--- config.mk ---
export PLATFORM = sky130hd
export DESIGN_NAME = poly_fir_mac_sched
export DESIGN_NICKNAME = d
export VERILOG_FILES = /design/src/rtl/poly_fir_mac_sched.sv
export SDC_FILE = /design/constraint.sdc
export NUM_CORES = 1
export LEC_CHECK = 0
export CORE_ASPECT_RATIO = 1.75
export CORE_MARGIN = 1
export CORE_UTILIZATION = 50
export DETAILED_ROUTE_END_ITERATION = 10
export PLACE_DENSITY = 0.81
export SYNTH_ARGS = -nofsm -noshare
export SYNTH_HDL_FRONTEND = slang
export SYNTH_SLANG_ARGS = --single-unit
--- constraint.sdc ---
create_clock -name clk -period 6.17 [get_ports clk]
set_input_delay 0.9255 -clock clk [delete_from_list [all_inputs] [get_ports clk]]
set_output_delay 0.9255 -clock clk [all_outputs]
set_load 0.01 [all_outputs]
--- src/rtl/poly_fir_mac_sched.sv ---
// Issue sequencer for a resource-shared polyphase decimating FIR: circular sample buffer
// writes plus one TAP_LEN-long MAC burst per DECIMATION_FACTOR input samples.
module poly_fir_mac_sched #(
  parameter int unsigned DECIMATION_FACTOR = 9,
  parameter int unsigned SUB_TAP_LEN       = 7,
  parameter int unsigned BUF_AW            = 7,
  parameter int unsigned MAC_LATENCY       = 2
) (
  input  logic                                                clk,
  input  logic                                                rst_n,
  input  logic                                                flush,
  input  logic                                                din_valid,
  output logic                                                smp_we,
  output logic [BUF_AW-1:0]                                   smp_waddr,
  output logic [BUF_AW-1:0]                                   smp_raddr,
  output logic [$clog2(DECIMATION_FACTOR*SUB_TAP_LEN)-1:0]    coef_addr,
  output logic                                                mac_en,
  output logic                                                acc_clr,
  output logic                                                acc_last,
  output logic                                                result_valid,
  output logic                                                busy,
  output logic                                                overrun
);

  localparam int unsigned TAP_LEN = DECIMATION_FACTOR * SUB_TAP_LEN;
  localparam int unsigned CAW     = $clog2(TAP_LEN);
  localparam int unsigned PW      = $clog2(DECIMATION_FACTOR + 1);
  localparam int unsigned JW      = $clog2(SUB_TAP_LEN + 1);
  localparam int unsigned DW      = $clog2(MAC_LATENCY + 1);

  // The buffer must hold the active burst's window plus one full pending frame.
  if ((2 ** BUF_AW) < (2 * TAP_LEN)) begin : g_buf_chk
    $error("poly_fir_mac_sched: 2**BUF_AW must be >= 2*TAP_LEN");
  end

  typedef enum logic [1:0] {S_IDLE, S_RUN, S_DRAIN} state_e;

  state_e                 state_q, state_d;
  logic [BUF_AW-1:0]      wr_q, wr_d;
  logic [PW-1:0]          phase_q, phase_d;
  logic [PW-1:0]          p_q, p_d;
  logic [JW-1:0]          j_q, j_d;
  logic [BUF_AW-1:0]      base_q, base_d;
  logic                   pend_q, pend_d;
  logic [BUF_AW-1:0]      pbase_q, pbase_d;
  logic                   ovr_q, ovr_d;
  logic [DW-1:0]          drain_q, drain_d;
  logic                   mac_en_q, mac_en_d;
  logic                   acc_clr_q, acc_clr_d;
  logic                   acc_last_q, acc_last_d;
  logic [CAW-1:0]         coef_q, coef_d;
  logic [BUF_AW-1:0]      raddr_q, raddr_d;
  logic [MAC_LATENCY-1:0] dl_q, dl_d;
  logic                   busy_q, busy_d;

  logic                   phase_last;
  logic                   trig;
  logic                   last_issue;
  logic                   start;
  logic                   issue;
  logic [CAW-1:0]         n_d;

  assign phase_last = (phase_q == PW'(DECIMATION_FACTOR - 1));
  assign trig       = din_valid & ~flush & phase_last;
  assign last_issue = (state_q == S_RUN) & (p_q == PW'(DECIMATION_FACTOR - 1)) &
                      (j_q == JW'(SUB_TAP_LEN - 1));

  // State and pipeline registers
  always_ff @(posedge clk or negedge rst_n) begin
    if (!rst_n) begin
      state_q    <= S_IDLE;
      wr_q       <= '0;
      phase_q    <= '0;
      p_q        <= '0;
      j_q        <= '0;
      base_q     <= '0;
      pend_q     <= 1'b0;
      pbase_q    <= '0;
      ovr_q      <= 1'b0;
      drain_q    <= '0;
      mac_en_q   <= 1'b0;
      acc_clr_q  <= 1'b0;
      acc_last_q <= 1'b0;
      coef_q     <= '0;
      raddr_q    <= '0;
      dl_q       <= '0;
      busy_q     <= 1'b0;
    end else begin
      state_q    <= state_d;
      wr_q       <= wr_d;
      phase_q    <= phase_d;
      p_q        <= p_d;
      j_q        <= j_d;
      base_q     <= base_d;
      pend_q     <= pend_d;
      pbase_q    <= pbase_d;
      ovr_q      <= ovr_d;
      drain_q    <= drain_d;
      mac_en_q   <= mac_en_d;
      acc_clr_q  <= acc_clr_d;
      acc_last_q <= acc_last_d;
      coef_q     <= coef_d;
      raddr_q    <= raddr_d;
      dl_q       <= dl_d;
      busy_q     <= busy_d;
    end
  end

  // Next state: write pointer, phase, burst counters and one-deep pending frame
  always_comb begin
    state_d = state_q;
    wr_d    = wr_q;
    phase_d = phase_q;
    p_d     = p_q;
    j_d     = j_q;
    base_d  = base_q;
    pend_d  = pend_q;
    pbase_d = pbase_q;
    ovr_d   = ovr_q;
    drain_d = drain_q;
    start   = 1'b0;

    if (din_valid) begin
      wr_d    = wr_q + BUF_AW'(1);
      phase_d = phase_last ? '0 : phase_q + PW'(1);
    end

    unique case (state_q)
      S_IDLE: begin
        if (pend_q) begin
          start  = 1'b1;
          base_d = pbase_q;
          pend_d = 1'b0;
        end else if (trig) begin
          start  = 1'b1;
          base_d = wr_q;
        end
      end
      S_RUN: begin
        if (last_issue) begin
          if (pend_q) begin
            start  = 1'b1;
            base_d = pbase_q;
            pend_d = 1'b0;
            if (trig) ovr_d = 1'b1;
          end else if (trig) begin
            start  = 1'b1;
            base_d = wr_q;
          end else begin
            state_d = S_DRAIN;
            drain_d = '0;
          end
        end else begin
          if (j_q == JW'(SUB_TAP_LEN - 1)) begin
            j_d = '0;
            p_d = p_q + PW'(1);
          end else begin
            j_d = j_q + JW'(1);
          end
          if (trig) begin
            if (pend_q) begin
              ovr_d = 1'b1;
            end else begin
              pend_d  = 1'b1;
              pbase_d = wr_q;
            end
          end
        end
      end
      S_DRAIN: begin
        if (trig) begin
          start  = 1'b1;
          base_d = wr_q;
        end else if (drain_q == DW'(MAC_LATENCY - 1)) begin
          state_d = S_IDLE;
        end else begin
          drain_d = drain_q + DW'(1);
        end
      end
      default: state_d = S_IDLE;
    endcase

    if (start) begin
      state_d = S_RUN;
      p_d     = '0;
      j_d     = '0;
    end

    if (flush) begin
      state_d = S_IDLE;
      wr_d    = '0;
      phase_d = '0;
      p_d     = '0;
      j_d     = '0;
      base_d  = '0;
      pend_d  = 1'b0;
      pbase_d = '0;
      ovr_d   = 1'b0;
      drain_d = '0;
    end
  end

  // Issue outputs for the next cycle; tap n = j*D + p reads the sample n inputs older
  always_comb begin
    issue      = (state_d == S_RUN);
    n_d        = CAW'(32'(j_d) * DECIMATION_FACTOR + 32'(p_d));
    mac_en_d   = issue;
    acc_clr_d  = issue & (p_d == '0) & (j_d == '0);
    acc_last_d = issue & (p_d == PW'(DECIMATION_FACTOR - 1)) & (j_d == JW'(SUB_TAP_LEN - 1));
    coef_d     = issue ? n_d : '0;
    raddr_d    = issue ? (base_d - BUF_AW'(n_d)) : '0;
    dl_d       = (dl_q << 1) | MAC_LATENCY'(acc_last_q);
    if (flush) dl_d = '0;
    busy_d     = (state_d != S_IDLE) | (|dl_d);
  end

  assign smp_we       = din_valid & ~flush & rst_n;
  assign smp_waddr    = wr_q;
  assign smp_raddr    = raddr_q;
  assign coef_addr    = coef_q;
  assign mac_en       = mac_en_q;
  assign acc_clr      = acc_clr_q;
  assign acc_last     = acc_last_q;
  assign result_valid = dl_q[MAC_LATENCY-1];
  assign busy         = busy_q;
  assign overrun      = ovr_q;

endmodule

==> Yosys cells after proc, flatten, opt, wreduce, memory -nomap -nowiden <==
Index checks and enable logic that the tools add are counted.
{ "totals": {"register_bits": 57, "inputBits": 4, "out_inout_bits": 27, "word_cells": 126} }
{ "op_classes": {"addsub": 7, "n_mul": 1, "n_eq_ne": 17, "muxes": 57, "n_bitwise": 12, "n_reduce_logical": 15} }
{ "op_table": {"columns": ["operator", "n"], "rows": [
  ["7-bit 2-to-1 mux", 12],
  ["4-bit 2-to-1 mux", 8],
  ["2-bit 2-to-1 mux", 14],
  ["7-bit case mux with 3 select lines", 1],
  ["3-bit 2-to-1 mux", 5],
  ["3-bit != test, second input constant", 5],
  ["4-bit == test, second input constant", 3],
  ["1-bit 2-to-1 mux", 12],
  ["2-bit nonzero test", 5],
  ["1-bit bitwise AND", 9],
  ["4-bit by 1-bit adder with 4-bit output, second input constant", 2],
  ["7-bit by 1-bit adder with 7-bit output, second input constant", 1],
  ["7-bit by 6-bit subtractor with 7-bit output", 1],
  ["6-bit by 4-bit adder with 6-bit output", 1],
  ["2-bit by 1-bit == test with 1-bit output, second input constant", 3],
  ["3-bit == test, second input constant", 2],
  ["3-bit by 4-bit multiplier with 6-bit output, second input constant", 1],
  ["6-bit 2-to-1 mux", 1],
  ["2-bit case mux with 3 select lines", 1],
  ["6-bit AND reduction", 1],
  ["3-bit nonzero test", 2],
  ["4-bit zero test", 1],
  ["2-bit != test, second input constant", 2],
  ["4-bit != test, second input constant", 1],
  ["15 further kinds", 15]
]} }

==> Depth between registers and ports, before layout <==
Gate-level depths: netlist of the first run.
{ "depth": {"ltp_word": 13, "ltp_mapped": 20, "mapped_depth_nobuf": 20} }

==> Worst setup path before layout of the first run <==
OpenSTA, ideal clock, no wires.
{ "synth_path": {"kind": "input to register", "startpoint": "input port flush", "endpoint": "register raddr_q[6] (netlist: smp_raddr[6])", "setup_time_ns": 0.125, "arrival_time_ns": 3.934, "required_time_ns": 6.045, "setup_slack_ns": 2.111, "path_stages": 16, "path_buffers": 1, "path_cell_list": "buf_6 nand2b_1 o31ai_1 nand3_1 nand2_1 nor3_1 ha_1 ha_1 inv_1 fa_1 ha_1 a211oi_1 o21bai_1 a21oi_1 nor2_1 mux2_2"} }
{ "synth_via": {"elab_chain_cells": 13, "word_cells_on_any_way": 28, "classes_between": "add/sub (2); mul (1); eq/ne (1); mux (21); bitwise (3)"} }
{ "synth_lines": {"columns": ["element", "line_no", "source"], "rows": [
  ["start: declaration", "11", "input logic flush,"],
  ["1-bit inverter", "64", "assign trig = din_valid & ~flush & phase_last;"],
  ["1-bit bitwise AND (2 in series)", "64", null],
  ["1-bit 2-to-1 mux", "134, 146, 171", null],
  ["1-bit 2-to-1 mux", "130", "if (pend_q) begin"],
  ["1-bit 2-to-1 mux", "140", "if (last_issue) begin"],
  ["1-bit case mux with 3 select lines", "128", "unique case (state_q)"],
  ["3-bit 2-to-1 mux", "183", "if (start) begin"],
  ["3-bit 2-to-1 mux (*)", "189", "if (flush) begin"],
  ["via j_d[0]", "42", "logic [JW-1:0] j_q, j_d;"],
  ["3-bit by 4-bit multiplier with 6-bit output (*)", "206", "n_d = CAW'(32'(j_d) * DECIMATION_FACTOR + 32'(p_d));"],
  ["6-bit by 4-bit adder with 6-bit output (*)", "206", null],
  ["7-bit by 6-bit subtractor with 7-bit output (*)", "211", "raddr_d = issue ? (base_d - BUF_AW'(n_d)) : '0;"],
  ["7-bit 2-to-1 mux (*)", "211", null],
  ["via raddr_d[6]", "52", "logic [BUF_AW-1:0] raddr_q, raddr_d;"],
  ["end signal: assignment", "103", "raddr_q <= raddr_d;"],
  ["end: declaration", "52", null]
]} }
Mark *: on every way through the listed nets, which the timed path passes. The rest lies on a longest branch.
A chain may end at the register's enable or synchronous reset.

==> Final worst setup path of the first run <==
{ "layout_path": {"startpoint": "input port din_valid", "endpoint": "register raddr_q[6] (netlist: smp_raddr[6])"} }
{ "layout_via": {"word_cells_on_any_way": 27, "classes_between": "add/sub (2); mul (1); eq/ne (1); mux (21); bitwise (2)"} }
{ "layout_lines": {"columns": ["element", "line_no", "source"], "rows": [
  ["start: declaration", "12", "input logic din_valid,"],
  ["1-bit bitwise AND (*) (2 in series)", "64", null],
  ["1-bit 2-to-1 mux (*)", "134, 146, 171", null],
  ["1-bit 2-to-1 mux", "130", null],
  ["1-bit 2-to-1 mux", "140", null],
  ["1-bit case mux with 3 select lines (*)", "128", null],
  ["4-bit 2-to-1 mux (*)", "183", null],
  ["4-bit 2-to-1 mux (*)", "189", null],
  ["via p_d[2]", "41", "logic [PW-1:0] p_q, p_d;"],
  ["6-bit by 4-bit adder with 6-bit output (*)", "206", null],
  ["7-bit by 6-bit subtractor with 7-bit output (*)", "211", null],
  ["7-bit 2-to-1 mux (*)", "211", null],
  ["via raddr_d[6]", "52", null]
]} }
Marks and branches as above.

==> results.md, run 1 <==
Setup path:
- The type of the worst setup path is input pin to flip-flop.
- The sum of buffers and inverters on the critical path is 1.
- Counting stages on the worst path, the most repeated cell is ha_1.
- The worst setup path is launched from an input pin.
- The biggest fanout along the worst timing path is 13.
- Among all stages on the critical path, the largest delay is contributed by clkdlybuf4s50_1.
- In this design, the largest share of critical-path delay is due to compound AO/OA/AOI/OAI gates.
- The critical path goes through clkdlybuf4s50_1 > nand2b_1 > o31ai_1 > nand3_1 > nand2_1 > nor2_1 > ha_1 > ha_1 > a21o_1 > a21oi_1 > xor2_1 > ha_1 > o21ai_0 > o21bai_1 > a21oi_1 > and2_1 > mux2_2.
- On the worst path, the slowest cell contributes a delay of 0.75 ns.
- For the worst setup path, the data required time is 6.39 ns.
- The worst path arrival time is 5.10 ns.
- The critical path endpoint category is a flip-flop.

CTS:
- The deepest level of the CTS H-tree is 3.
- The number of gates resized after CTS is 0.
- In this run, post-CTS hold repair placed 0 buffers.
- TritonCTS built the clock tree.
- The clock-pin slew of the registers on the worst-case setup and hold paths is 0.06 ns.
- The number of setup buffers added after CTS is 0.
- The number of buffers created by CTS is 9.
- The number of buffers on the longest clock path is 2.
- The later pin in the worst-skew pair is clocked with a latency of 0.34 ns.
- The clock tree root buffer cell is clkbuf_8.
- The clock sink total is 57.

Timing:
- The peak clock frequency supported by timing is 205 MHz.
- The worst slack on hold paths is 0.515 ns.
- The final sum of negative setup slack is 0 ns.
- The setup violation total in the final timing report is 0.
- Setup repair after global routing left no endpoint under its margin.
- Headroom to the max-slew limit came out at 0.490.
- The slew at the pin closest to its max-slew limit is 0.766 ns.
- Across the routed clock network, the largest skew measured is 0.00687 ns.
- The number of pins with negative max-slew slack in the final report is 0.
- In the post-route analysis, the smallest setup slack over all paths is 1.29 ns.
- The final number of hold-violating endpoints is 0.
- The clock period minus final worst setup slack is 4.88 ns.
- The part of the cycle the worst path needs is 0.791.

Routing:
- The detailed-routing iteration count for the pre-antenna-repair pass is 4.
- The wire length per cell after detailed routing is 16.8 µm.
- The detailed router finished its first iteration with 173 violations.
- Summed over all layers, the routed wires come to 7430 µm.
- In the routed layout, each cell is associated on average with a via count of 5.79.
- Summing over every cut layer, the via total after detailed routing is 2567.
- The count of unresolved DRC violations after routing is 0.
- The final antenna-violating net count is 0.

Logic synthesis:
- Yosys mapped a number of flops with a built-in enable equal to 0.
- In this run, synthesis produced a sequential element count of 57.
- The post-synth net total is 356.
- The synthesized design spends more area on one cell type than any other, namely dfrtp_1.
- The count of yosys warnings during synthesis is 0.
- The cell count after synthesis came out at 331.
- After synthesis, the cell types taking the most area are dfrtp_1 43%, ha_1 7.2%, nor2_1 4.7%, mux2i_1 3.7%, o21ai_0 3.4%.
- The number of distinct library cell variants in the gate-level netlist after synthesis is 61.
- The mean cell area of the mapped netlist is 9.92 µm².
- The fraction of synthesis flops using an asynchronous set or reset pin is 1.00.
- The area of the mapped netlist is 0.00328 mm².
- The top cell type's share of synthesized area is 0.434.
- By count the netlist is led by 57 x dfrtp_1, 41 x nor2_1, 22 x o21ai_0, 19 x ha_1.
- The top flip-flop cell by instance count after synthesis is dfrtp_1.
- In the post-synthesis netlist, the cell with the most instances is dfrtp_1.
- The sequential-to-total area share from yosys stat is 0.434.

Global routing:
- The number of global-route vias before repair was 2638.
- The residual overflow from global routing is 0.
- The global-route wire length before repair is 12500 µm.
- The total routing resource utilization after global routing is 0.242.
- The initial antenna violation count is 0.
- The pin count of the biggest net entering global routing is 59.

Finish:
- Relative to the synthesized area, the layout overhead comes to 14.7%.
- The core utilization of the finished layout is 0.600.
- In the final design database the tool counted 386 nets.
- The number of inserted diodes is 0.
- The total of fill cells in the finished design is 556.
- The footprint of the multi-input gates is 0.00169 mm².
- In the final layout, the share of cells above drive strength 1 is 0.0799.
- In the final layout, flip-flops and latches occupy 0.00143 mm².

Floorplanning:
- The y dimension of the die is 109 µm.
- The effective utilization at floorplan is 0.523.
- The row count is 38.
- The die area is 0.00691 mm².
- The die is 63.3 µm wide.
- The number of top-level pins is 31.
- The core region is 0.00628 mm².

Min path:
- The tightest min-delay check is of the flip-flop to flip-flop type.

Pwr:
- The worst supply voltage drop on vdd is 0.000163 V.
- The analysis attributes to cell leakage a power of 1.66 nW.
- The cell area power density is 189 mW/mm².

Placed design:
- OpenSTA, run right after detailed placement, puts the worst setup slack at 0.999 ns.
- The last weighted congestion value of the routability-driven placer is 0.955.
- The count of buffers from port buffering is 30.
- Detailed placement finished with a half-perimeter wire length of 5370 µm.

Outcome:
- The flow ran to the end, and the final reports show no timing, DRC or antenna violations.

Job:
- The tool flagged a number of max-cap violations equal to 0.
## power by group
part	switching, mW	internal, mW	total [mW]
Sequential	0.00408	0.376	0.380
Combinational	0.0201	0.00983	0.0299
Clock	0.131	0.172	0.303
## layout by cell type, fill, tap and decap left out, types with 4 or more instances in the layout
cell type	n
nand2_1	18
nor2b_1	7
dfrtp_1	57
nor2_1	41
a222oi_1	5
xor2_1	7
nor4_1	4
clkdlybuf4s50_1	29
a211oi_1	4
o21ai_0	22
and2_1	5
o21a_1	4
nor3_1	7
xnor2_1	6
nand2b_1	4
nand3_1	9
a31oi_1	4
inv_1	18
clkbuf_8	12
nand4_1	4
ha_1	19
mux2i_1	12
a21oi_1	15
## layout make-up
class                   count  area share
clock buffers              13      0.0448
inverters                  18      0.0179
multi-input cells         242       0.448
flip-flops and latches     57       0.378
well taps                  80      0.0266
repair buffers             33      0.0843
## layer usage
layer | GRT usage | share of wire
met2 | 0.414 | 0.52
met5 | 0 | 0
met1 | 0.258 | 0.39
met3 | 0.0565 | 0.034
met4 | 0.177 | 0.052
## metrics by stage
step | cells | cell area (µm²) | total power, mW
after floorplan | 331 | 3280 | 0.401
after global placement | 430 | 3600 | 0.416
after detailed placement | 430 | 3600 | 0.418
after CTS | 443 | 3770 | 0.721
after global routing | 443 | 3770 | 0.744
final | 443 | 3770 | 0.713
## final timing paths
kind,from,end,slack (ns),cells after the start
min reg2reg,overrun,overrun,0.51,2
min in group asynchronous,rst_n,mac_en,0.73,2
max in group asynchronous,rst_n,smp_waddr[5],4.96,2
min,overrun,overrun,0.51,2
max reg2reg,phase_q[0],smp_raddr[6],1.84,18
max,din_valid,smp_raddr[6],1.29,17
## worst min-delay path, stage by stage (launching register included)
cell     delay, ns
dfrtp_1       0.35
a31oi_1       0.04
nor2_1        0.08
## registers in the layout, indices dropped and copies added (netlist names)
signal and flops:
p_q 4, overrun 1, pend_q 1, coef_addr 6
mac_en 1, pbase_q 7, base_q 7, j_q 3
smp_waddr 7, smp_raddr 7, acc_clr 1, dl_q 2
state_q 2, drain_q 2, phase_q 4, acc_last 1
busy 1
## kinds of logic after synthesis
kind of cell / share of synthesized area
AND/OR/NAND/NOR: 0.201
AO/OA/AOI/OAI: 0.154
flip-flops: 0.434
multiplexers: 0.0400
buffers and inverters: 0.0518
adder cells (fa/ha/maj): 0.0846
XOR/XNOR: 0.0347
Power figures use the tool's default switching activity.
==> run 2, diff against run 1 <==
Clock period 6.17 ns to 4.9 ns, I/O delays scaled along.
==> results.md, run 2 (same netlist as run 1, synthesis figures left out) <==
Placed design:
- The count of buffers from port buffering is 30 (unchanged).
- The last weighted congestion value of the routability-driven placer is 0.869 (was 0.955).
- The standard cell area after detailed placement was 0.00361 mm² (was 0.00360 mm²).
- The HPWL after detailed placement was 5580 µm (was 5370 µm).

Global routing:
- The number of global-route vias before repair is 2713 (was 2638).
- The pin count of the biggest net entering global routing is 58 (was 59).
- The residual overflow from global routing came to 0 (unchanged).
- The global-route wire length before repair is 13000 µm (was 12500 µm).
- The total routing resource utilization after global routing is 0.251 (was 0.242).
- The initial antenna violation count is 0 (unchanged).

CTS:
- The clock sink total is 57 (unchanged).
- The clock-pin slew of the registers on the worst-case setup and hold paths is 0.06 ns (about the same).
- The number of hold buffers added after CTS is 0 (unchanged).
- The number of buffers on the longest clock path is 2 (unchanged).
- The number of buffers created by CTS is 9 (unchanged).
- The deepest level of the CTS H-tree was 3 (unchanged).
- The number of gates resized after CTS is 0 (unchanged).
- The CTS tree is yes (unchanged).
- The clock latency reported for the late side of the worst-skew pair is 0.35 ns (was 0.34 ns).
- The number of setup buffers added after CTS came to 0 (unchanged).
- The clock tree root buffer cell is clkbuf_8 (unchanged).

Timing:
- Of the available clock period, the critical path in the final layout requires 0.904.
- The number of pins with negative max-slew slack in the final report came to 0 (unchanged).
- The worst slack on hold paths is 0.495 ns (was 0.515 ns).
- The worst clock skew is 0.00892 ns (was 0.00687 ns).
- Unrepaired setup endpoints after global routing: no (unchanged).
- The worst max-slew margin expressed relative to the limit is 0.480 (was 0.490).
- The clock period could shrink to 4.43 ns.
- The slew at the pin closest to its max-slew limit is 0.780 ns (was 0.766 ns).
- The final sum of negative setup slack is 0 ns (unchanged).
- Based on the critical path, the design can be clocked at up to 226 MHz.
- The final number of hold-violating endpoints is 0 (unchanged).
- The setup violation total in the final timing report came to 0 (unchanged).

Routing:
- The detailed route wirelength on metal2 came to 4080 µm (was 3890 µm).
- The number of DRC markers after the initial detailed-route iteration is 169 (was 173).
- The count of unresolved DRC violations after routing is 0 (unchanged).
- The final routed wirelength across all metal layers is 7670 µm (was 7430 µm).
- The final antenna-violating net count came to 0 (unchanged).
- The detailed-routing iteration count for the pre-antenna-repair pass was 4 (unchanged).
- The routed length on met1 is 2830 µm (was 2910 µm).
- The vias after detailed routing is 2609 (was 2567).
- The wire length per cell after detailed routing was 17.1 µm (was 16.8 µm).
- The highest signal layer in the routed design is met4 (unchanged).
- The detailed-routed wire length on met3 is 268 µm (was 250 µm).
- The ratio of routed vias to standard cells was 5.84 (was 5.79).

Finish:
- The total of fill cells in the finished design is 522 (was 556).
- Commonest cells after routing, fill and taps aside: 57 x dfrtp_1, 41 x nor2_1, 29 x clkdlybuf4s50_1 (unchanged).
- The fraction of final layout cells sized beyond drive strength 1 came to 0.0926 (was 0.0799).
- The number of inserted diodes is 0 (unchanged).
- The layout overhead on the synthesized area is 16.8% (was 14.7%).
- The most common cell after layout, fill and taps aside was dfrtp_1 (unchanged).
- The post-route cell area is 0.00384 mm² (was 0.00377 mm²).
- The total number of nets in the final design is 387 (was 386).

Min path:
- The path class of the lowest-slack min-delay path is flip-flop to flip-flop (unchanged).

Setup path:
- The biggest fanout along the worst timing path is 8 (was 13).
- The required time at the worst-slack endpoint is 5.13 ns (was 6.39 ns).
- The kind of launch point of the worst setup path was an input pin (unchanged).
- The type of the worst setup path was input pin to flip-flop (unchanged).
- The worst path arrival time is 4.66 ns (was 5.10 ns).
- The critical path endpoint category is a flip-flop (unchanged).

Floorplanning:
- The die area is 0.00691 mm² (unchanged).
- The total core area came to 0.00628 mm² (unchanged).
- The die span in x is 63.3 µm (unchanged).
- The y dimension of the die is 109 µm (unchanged).
- The row count is 38 (unchanged).
- The number of top-level pins is 31 (unchanged).
- The effective utilization at floorplan is 0.523 (unchanged).

Pwr:
- The leakage power of the design is 1.69 nW (was 1.66 nW).
- The cell area power density is 266 mW/mm² (was 189 mW/mm²).
- The worst supply voltage drop on vdd is 0.000186 V (was 0.000163 V).

Job:
- The max-cap violation count is 0 (unchanged).

Outcome:
- Run status: finished clean (unchanged).
## run 2: cell count changes in the layout (fill, tap and decap cells not counted), sizes merged
cell	change
clkinv	+2
buf	+1
bufinv	+2
clkinvlp	+1
clkbuf	-2
## run 2: per-stage QoR
step           std cells  worst slack, ns  total power [mW]  utilization
6_report             447            0.469              1.02        0.611
4_1_cts              447            0.492              1.03        0.611
2_1_floorplan        331             1.03             0.505            -
5_1_grt              447           0.0887              1.06        0.611
3_5_place_dp         431            0.180             0.527        0.575
3_3_place_gp         431            0.381             0.526        0.575
## run 2: worst paths after layout
path                            cells past startpoint  slack, ns       start           end
worst min-delay path                                2       0.49     overrun       overrun
max in group asynchronous                           2       3.80       rst_n  smp_waddr[0]
worst max-delay path                               16       0.47       flush  smp_raddr[6]
worst min register to register                      2       0.49     overrun       overrun
min in group asynchronous                           2       0.62       rst_n        j_q[1]
worst max register to register                     17       0.51  phase_q[0]  smp_raddr[6]
## run 2: final cells by class
| type | instances | area (µm²) | share of cell area |
|---|---|---|---|
| sequential | 57 | 1430 | 0.372 |
| timing repair buffer | 34 | 325 | 0.0848 |
| inverter | 18 | 67.6 | 0.0176 |
| clock buffer | 11 | 151 | 0.0395 |
| multi-input combinational | 242 | 1690 | 0.440 |
| clock inverter | 5 | 77.6 | 0.0202 |
| tap | 80 | 100 | 0.0261 |
## run 2: power by group
group          total [mW]  switching (mW)  internal, mW
clock               0.503           0.191         0.312
combinational      0.0394          0.0264        0.0130
sequential          0.479         0.00543         0.474
total                1.02           0.223         0.798
## run 2: critical path, stage by stage
cell	delay, ns
clkdlybuf4s50_1	0.48
nand2b_1	0.25
o21ai_0	0.15
nand3_1	0.17
nand2_1	0.22
nor3_1	0.40
ha_1	0.24
ha_1	0.18
inv_1	0.06
fa_1	0.47
ha_1	0.36
a211oi_1	0.34
o21bai_1	0.13
a21oi_1	0.18
nor2_1	0.05
mux2_2	0.25
## run 2: layer usage
metal / vias up / global-route usage
met5: - / 0
met4: 0 / 0.222
met3: 35 / 0.0450
met2: 70 / 0.425
met1: 1263 / 0.266
li1: 1241 / -
==> run 3, diff against run 2 <==
Settings changed: CORE_UTILIZATION 50 to 55, PLACE_DENSITY 0.81 to 0.87.
==> results.md, run 3 (same netlist as run 1, synthesis figures left out) <==
Timing:
- The number of pins with negative max-slew slack in the final report came to 0 (unchanged).
- The part of the cycle the worst path needs is 0.893 (was 0.904).
- Unrepaired setup endpoints after global routing: no (unchanged).
- The final number of hold-violating endpoints came to 0 (unchanged).
- The worst clock skew came to 0.00899 ns (was 0.00892 ns).
- The slew at the pin closest to its max-slew limit was 0.782 ns (was 0.780 ns).
- The peak clock frequency supported by timing came to 229 MHz (was 226 MHz).
- The setup violation total in the final timing report is 0 (unchanged).
- The worst max-slew margin expressed relative to the limit is 0.473 (was 0.480).
- The clock period minus final worst setup slack came to 4.37 ns (was 4.43 ns).
- The final sum of negative setup slack is 0 ns (unchanged).

Finish:
- The number of inserted diodes came to 0 (unchanged).
- The total number of nets in the final design is 387 (unchanged).
- The fraction of final layout cells sized beyond drive strength 1 is 0.0899 (was 0.0926).
- The post-route cell area is 0.00385 mm² (was 0.00384 mm²).
- The layout overhead on the synthesized area is 17.1% (was 16.8%).
- The total of fill cells in the finished design is 465 (was 522).
- The most common cell after layout, fill and taps aside is dfrtp_1 (unchanged).
- Commonest cells after routing, fill and taps aside: 57 x dfrtp_1, 41 x nor2_1, 29 x clkdlybuf4s50_1 (unchanged).
- The final instance count without filler cells is 443 (was 447).

CTS:
- The number of buffers created by CTS is 9 (unchanged).
- The number of hold buffers added after CTS is 0 (unchanged).
- The number of setup buffers added after CTS is 0 (unchanged).
- The number of buffers on the longest clock path came to 2 (unchanged).
- The clock-pin slew of the registers on the worst-case setup and hold paths is 0.07 ns (was 0.06 ns).
- The clock tree root buffer cell is clkbuf_8 (unchanged).
- The deepest level of the CTS H-tree is 3 (unchanged).
- The number of gates resized after CTS is 0 (unchanged).
- The clock latency reported for the late side of the worst-skew pair is 0.35 ns (about the same).
- The clock sink total is 57 (unchanged).
- The CTS tree is yes (unchanged).

Setup path:
- The critical path's top delay family is adder cells (unchanged).
- The depth of the worst register-to-register path was 18 (was 17).
- The path length in cells of the critical path is 18 (was 16).
- The sum of buffers and inverters on the critical path is 1 (was 2).
- The biggest fanout along the worst timing path came to 8 (unchanged).
- The most frequent cell on the critical path is ha_1 (unchanged).
- The critical path endpoint category is a flip-flop (unchanged).
- The type of the worst setup path is flip-flop to flip-flop (was input pin to flip-flop).
- The cell with the largest stage delay on the worst path is dfrtp_1 (was clkdlybuf4s50_1).
- The stage delay of the slowest cell on the critical path is 0.42 ns (was 0.48 ns).
- The required time at the worst-slack endpoint is 5.14 ns (was 5.13 ns).
- The kind of launch point of the worst setup path is a flip-flop (was input pin).
- The worst path arrival time is 4.61 ns (was 4.66 ns).
- Cells along the critical path: inv_1 > ha_1 > nand3b_1 > o31ai_1 > nand3_1 > nand2_1 > nor2_1 > ha_1 > ha_1 > a21o_1 > a21oi_1 > xor2_1 > ha_1 > o21ai_0 > o21bai_1 > a21oi_1 > and2_1 > mux2_2 (was clkdlybuf4s50_1 > nand2b_1 > o21ai_0 > nand3_1 > nand2_1 > nor3_1 > ha_1 > ha_1 > inv_1 > fa_1 > ha_1 > a211oi_1 > o21bai_1 > a21oi_1 > nor2_1 > mux2_2).

Pwr:
- The worst supply voltage drop on vdd is 0.000258 V (was 0.000186 V).
- The leakage power of the design is 1.70 nW (was 1.69 nW).
- The cell area power density was 274 mW/mm² (was 266 mW/mm²).
- The final total power is 1.06 mW (was 1.02 mW).

Floorplanning:
- The die area is 0.00630 mm² (was 0.00691 mm²).
- The number of top-level pins is 31 (unchanged).
- The total core area is 0.00568 mm² (was 0.00628 mm²).
- The effective utilization at floorplan came to 0.579 (was 0.523).
- The die span in x is 60.4 µm (was 63.3 µm).
- The row count is 36 (was 38).
- The y dimension of the die is 104 µm (was 109 µm).

Placed design:
- The last weighted congestion value of the routability-driven placer is 0.938 (was 0.869).
- The HPWL after detailed placement is 5520 µm (was 5580 µm).
- The standard cell area after detailed placement is 0.00360 mm² (was 0.00361 mm²).
- The total placed cells including tap cells is 427 (was 431).
- The count of buffers from port buffering is 30 (unchanged).

Global routing:
- The most used routing layer in global routing is met2 (unchanged).
- The met3 global-route usage is 0.0622 (was 0.0450).
- The residual overflow from global routing came to 0 (unchanged).
- The met2 layer usage reported by global route is 0.462 (was 0.425).
- The pin count of the biggest net entering global routing is 58 (unchanged).
- The number of global-route vias before repair is 2798 (was 2713).
- The initial antenna violation count is 0 (unchanged).
- The global-route wire length before repair is 13000 µm (about the same).
- The total routing resource utilization after global routing is 0.282 (was 0.251).
- The met1 track demand over resource in global routing is 0.320 (was 0.266).

Min path:
- The path class of the lowest-slack min-delay path is flip-flop to flip-flop (unchanged).
- The worst hold path cell count came to 2 (unchanged).

Job:
- The max-cap violation count is 0 (unchanged).

Routing:
- The count of unresolved DRC violations after routing is 0 (unchanged).
- The detailed-routing iteration count for the pre-antenna-repair pass came to 6 (was 4).
- The ratio of routed vias to standard cells is 5.95 (was 5.84).
- The vias after detailed routing is 2637 (was 2609).
- The number of DRC markers after the initial detailed-route iteration was 126 (was 169).
- The final antenna-violating net count was 0 (unchanged).
- The wire length per cell after detailed routing was 17.4 µm (was 17.1 µm).
- The final routed wirelength across all metal layers is 7710 µm (was 7670 µm).

Outcome:
- Run status: finished clean (unchanged).
-- run 3: cell types whose count changed in the layout (fill, tap and decap cells not counted) --
cell / change
clkinv_2: -1
bufinv_16: +1
clkbuf_1: +1
clkbuf_8: -1
-- run 3: layout make-up --
class | instances | area [µm²] | share of cell area
Clock buffer | 11 | 141 | 0.0368
Multi-Input combinational cell | 242 | 1690 | 0.439
Tap cell | 76 | 95.1 | 0.0247
Inverter | 18 | 67.6 | 0.0176
Timing Repair Buffer | 34 | 325 | 0.0846
Sequential cell | 57 | 1430 | 0.371
Clock inverter | 5 | 103 | 0.0267
-- run 3: path summary, 6_finish.rpt --
path	startpoint	end	slack (ns)
max	phase_q[0]	smp_raddr[6]	0.53
min	overrun	overrun	0.52
max reg2reg	phase_q[0]	smp_raddr[6]	0.53
min reg2reg	overrun	overrun	0.52
max in group asynchronous	rst_n	smp_raddr[4]	3.89
min in group asynchronous	rst_n	smp_waddr[5]	0.54
-- run 3: through the flow --
stage	setup WS, ns	util	hold slack, ns
3_3_place_gp	0.419	0.635	0.481
6_report	0.526	0.678	0.520
2_1_floorplan	1.03	-	0.439
5_1_grt	0.240	0.678	0.548
3_5_place_dp	0.207	0.635	0.511
4_1_cts	0.580	0.678	0.526
-- run 3: layer usage --
layer / wire, µm / part of all wire
met4: 330 / 0.043
met2: 4290 / 0.56
met3: 299 / 0.039
met5: 0 / 0
met1: 2790 / 0.36
-- run 3: power by group --
part           switching, mW  total, mW  internal [mW]
Sequential           0.00527      0.479          0.474
Combinational         0.0252     0.0380         0.0129
Clock                  0.188      0.538          0.351
Total                  0.218       1.06          0.837
-- run 3: worst register-to-register path: stages, from the launching register on --
cell      delay (ns)
dfrtp_1         0.42
inv_1           0.12
ha_1            0.22
nand3b_1        0.28
o31ai_1         0.38
nand3_1         0.17
nand2_1         0.27
nor2_1          0.13
ha_1            0.34
ha_1            0.31
a21o_1          0.18
a21oi_1         0.16
xor2_1          0.11
ha_1            0.36
o21ai_0         0.14
o21bai_1        0.16
a21oi_1         0.10
and2_1          0.15
mux2_2          0.26
==> patch: new RTL, config.mk and constraints of run 3 <==
Reset style: synchronous (`rst_n`), changed in one clocked block.
--- a/src/rtl/poly_fir_mac_sched.sv
+++ b/src/rtl/poly_fir_mac_sched.sv
@@ -66,7 +66,7 @@
                       (j_q == JW'(SUB_TAP_LEN - 1));
 
   // State and pipeline registers
-  always_ff @(posedge clk or negedge rst_n) begin
+  always_ff @(posedge clk) begin
     if (!rst_n) begin
       state_q    <= S_IDLE;
       wr_q       <= '0;
Check against the original RTL: differs if rst_n is asserted again (counterexample within 4 cycles, from zero or initial values and one cycle with rst_n low); with rst_n held inactive, the same outputs for 10 cycles.
==> patch against run 3 <==
  * Synthesized area down 6.6%
  * Die area down 6.4%
  * Sequential cell count unchanged
  * Combinational power down 28%
  * Cell area down 5.4%
  * Power down 7.2%
  * Routed wire length down 12%
  * Setup slack worse by 110 ps
  * First-iteration DRC count down 51%
  * Critical path depth down 1
  * Count of clock-buffer cells in the layout down 2
  * Clock skew down 2.3 ps
  * Critical path type unchanged
  * Critical endpoint is now smp_raddr[6]$_SDFF_PN0_
==> patch: results (changes against run 3) <==
status completed (unchanged); Layout Nets 404 (was 387); worst hold path type flip-flop to flip-flop (unchanged); Crit Path Max Fanout 8 (unchanged); dpl hpwl 4.97 mm (was 5.52 mm); share of cells above drive strength 1 0.0679 (was 0.0899); drt first pass iters 5 (was 6); Worst-path clk slew 70 ps (about the same); antenna diode count 0 (unchanged); Top FF cell, synth dfxtp_1 (was dfrtp_1); sequential fraction of the synthesis area 0.372 (was 0.434); Avg Cell Area, Syn 8.84 sq um (was 9.92 sq um); Post-CTS Hold Fix Bufs 0 (unchanged); clk buf depth 2 (unchanged); Post-CTS Setup Bufs 0 (unchanged); Max stage delay on crit path 440 ps (was 420 ps); Psw 0.219 mW (was 0.218 mW); sequential group share of total power 0.476 (was 0.454); Clock Root Buffer clkbuf_8 (unchanged); via/cell ratio 5.84 (was 5.95); port buffer count 30 (unchanged); cts bufs inserted 9 (unchanged); LEAKAGE 1.36 nW (was 1.70 nW); Warnings, synthesis 0 (unchanged); syn_nets 373 (was 356); critical path's top delay family adder cells (unchanged); Worst Path Arrival 4760 ps (was 4610 ps); clock power share 0.496 (was 0.510); gr usage total 0.256 (was 0.282); H-tree depth 3 (unchanged); Unique masters post-synth 52 (was 61); vias in the first global route 2,572 (was 2,798); Fill cells 428 (was 465); drt wl/cell 14.9 um (was 17.4 um); synth cell count leaders dfxtp_1, nor2_1, ha_1 (was dfrtp_1, nor2_1, o21ai_0); Worst R2R Setup Slack 420 ps (was 530 ps); maximum vdd ir drop 0.186 mV (was 0.258 mV); Placer Congestion 0.896 (was 0.938); Slew HR 0.278 (was 0.473); Resized cells post-CTS 0 (unchanged); largest net degree at the start of global routing 28 (was 58); via count 2,671 (was 2,637); Async S/R FF share, synth 0 (was 1.00); Clock Latency Late Sink 350 ps (about the same); Fin Clk Skew 6.68 ps (was 8.99 ps); Switching Share 0.223 (was 0.207); initial antenna violation count 0 (unchanged); slowest CP cell fa_1 (was dfrtp_1); DRC 0 (unchanged); cell total after placement 441 (was 427); largest cells by area after synthesis dfxtp_1, ha_1, nor2_1 (was dfrtp_1, ha_1, nor2_1); First DRT Iteration DRCs 62 (was 126); first-pass GRT wire length 11.4 mm (was 13.0 mm)
==> patch: changes by cell type after synthesis, moves of 5 or more <==
cell / delta
inv_1: -5
nand2_1: -7
and2_1: +6
a222oi_1: -5
dfxtp_1: +57
nor2_1: +11
nand2b_1: +5
dfrtp_1: -57
nand4_1: +5
nor2b_1: +6
==> patch: cell type report <==
cell class,count,area share
multi-input cells,263,0.497
clock inverters,7,0.0261
inverters,13,0.0134
clock buffers,9,0.0340
repair buffers,34,0.0908
well taps,74,0.0254
flip-flops and latches,57,0.314
==> patch: cells by family after synthesis <==
logic type	share of synthesized area
compound gates	0.188
xor+xnor	0.0257
fa+ha+maj	0.0946
buf+inv	0.0387
flops	0.372
mux	0.0489
simple gates	0.232
==> patch: path summary, 6_finish.rpt <==
check | startpoint | endpoint | depth (start not counted)
worst min-delay path | overrun$_SDFFE_PP0P_ | overrun$_SDFFE_PP0P_ | 2
worst max register to register | p_q[0]$_SDFF_PN0_ | smp_raddr[6]$_SDFF_PN0_ | 17
worst min register to register | overrun$_SDFFE_PP0P_ | overrun$_SDFFE_PP0P_ | 2
worst max-delay path | p_q[0]$_SDFF_PN0_ | smp_raddr[6]$_SDFF_PN0_ | 17
==> patch: worst min-delay path, cell delays in order, from the launching register on <==
cell     delay (ps)
dfxtp_1         330
a31oi_1          40
nor2_1           70
==> patch: per-stage QoR <==
stage	cell area, sq um	hold slack [ps]	setup WS, ps	util
CTS	3640	476	439	0.687
finish	3640	474	416	0.687
global placement	3420	445	344	0.646
detailed placement	3420	451	172	0.646
global route	3640	483	144	0.687
floorplan	3070	431	809	-
==> patch: per-layer routing <==
metal	part of all wire	wire length, um	GRT usage
met1	0.38	2610	0.264
met4	0.035	241	0.161
met2	0.54	3640	0.455
met5	0	0	0
met3	0.044	299	0.0552
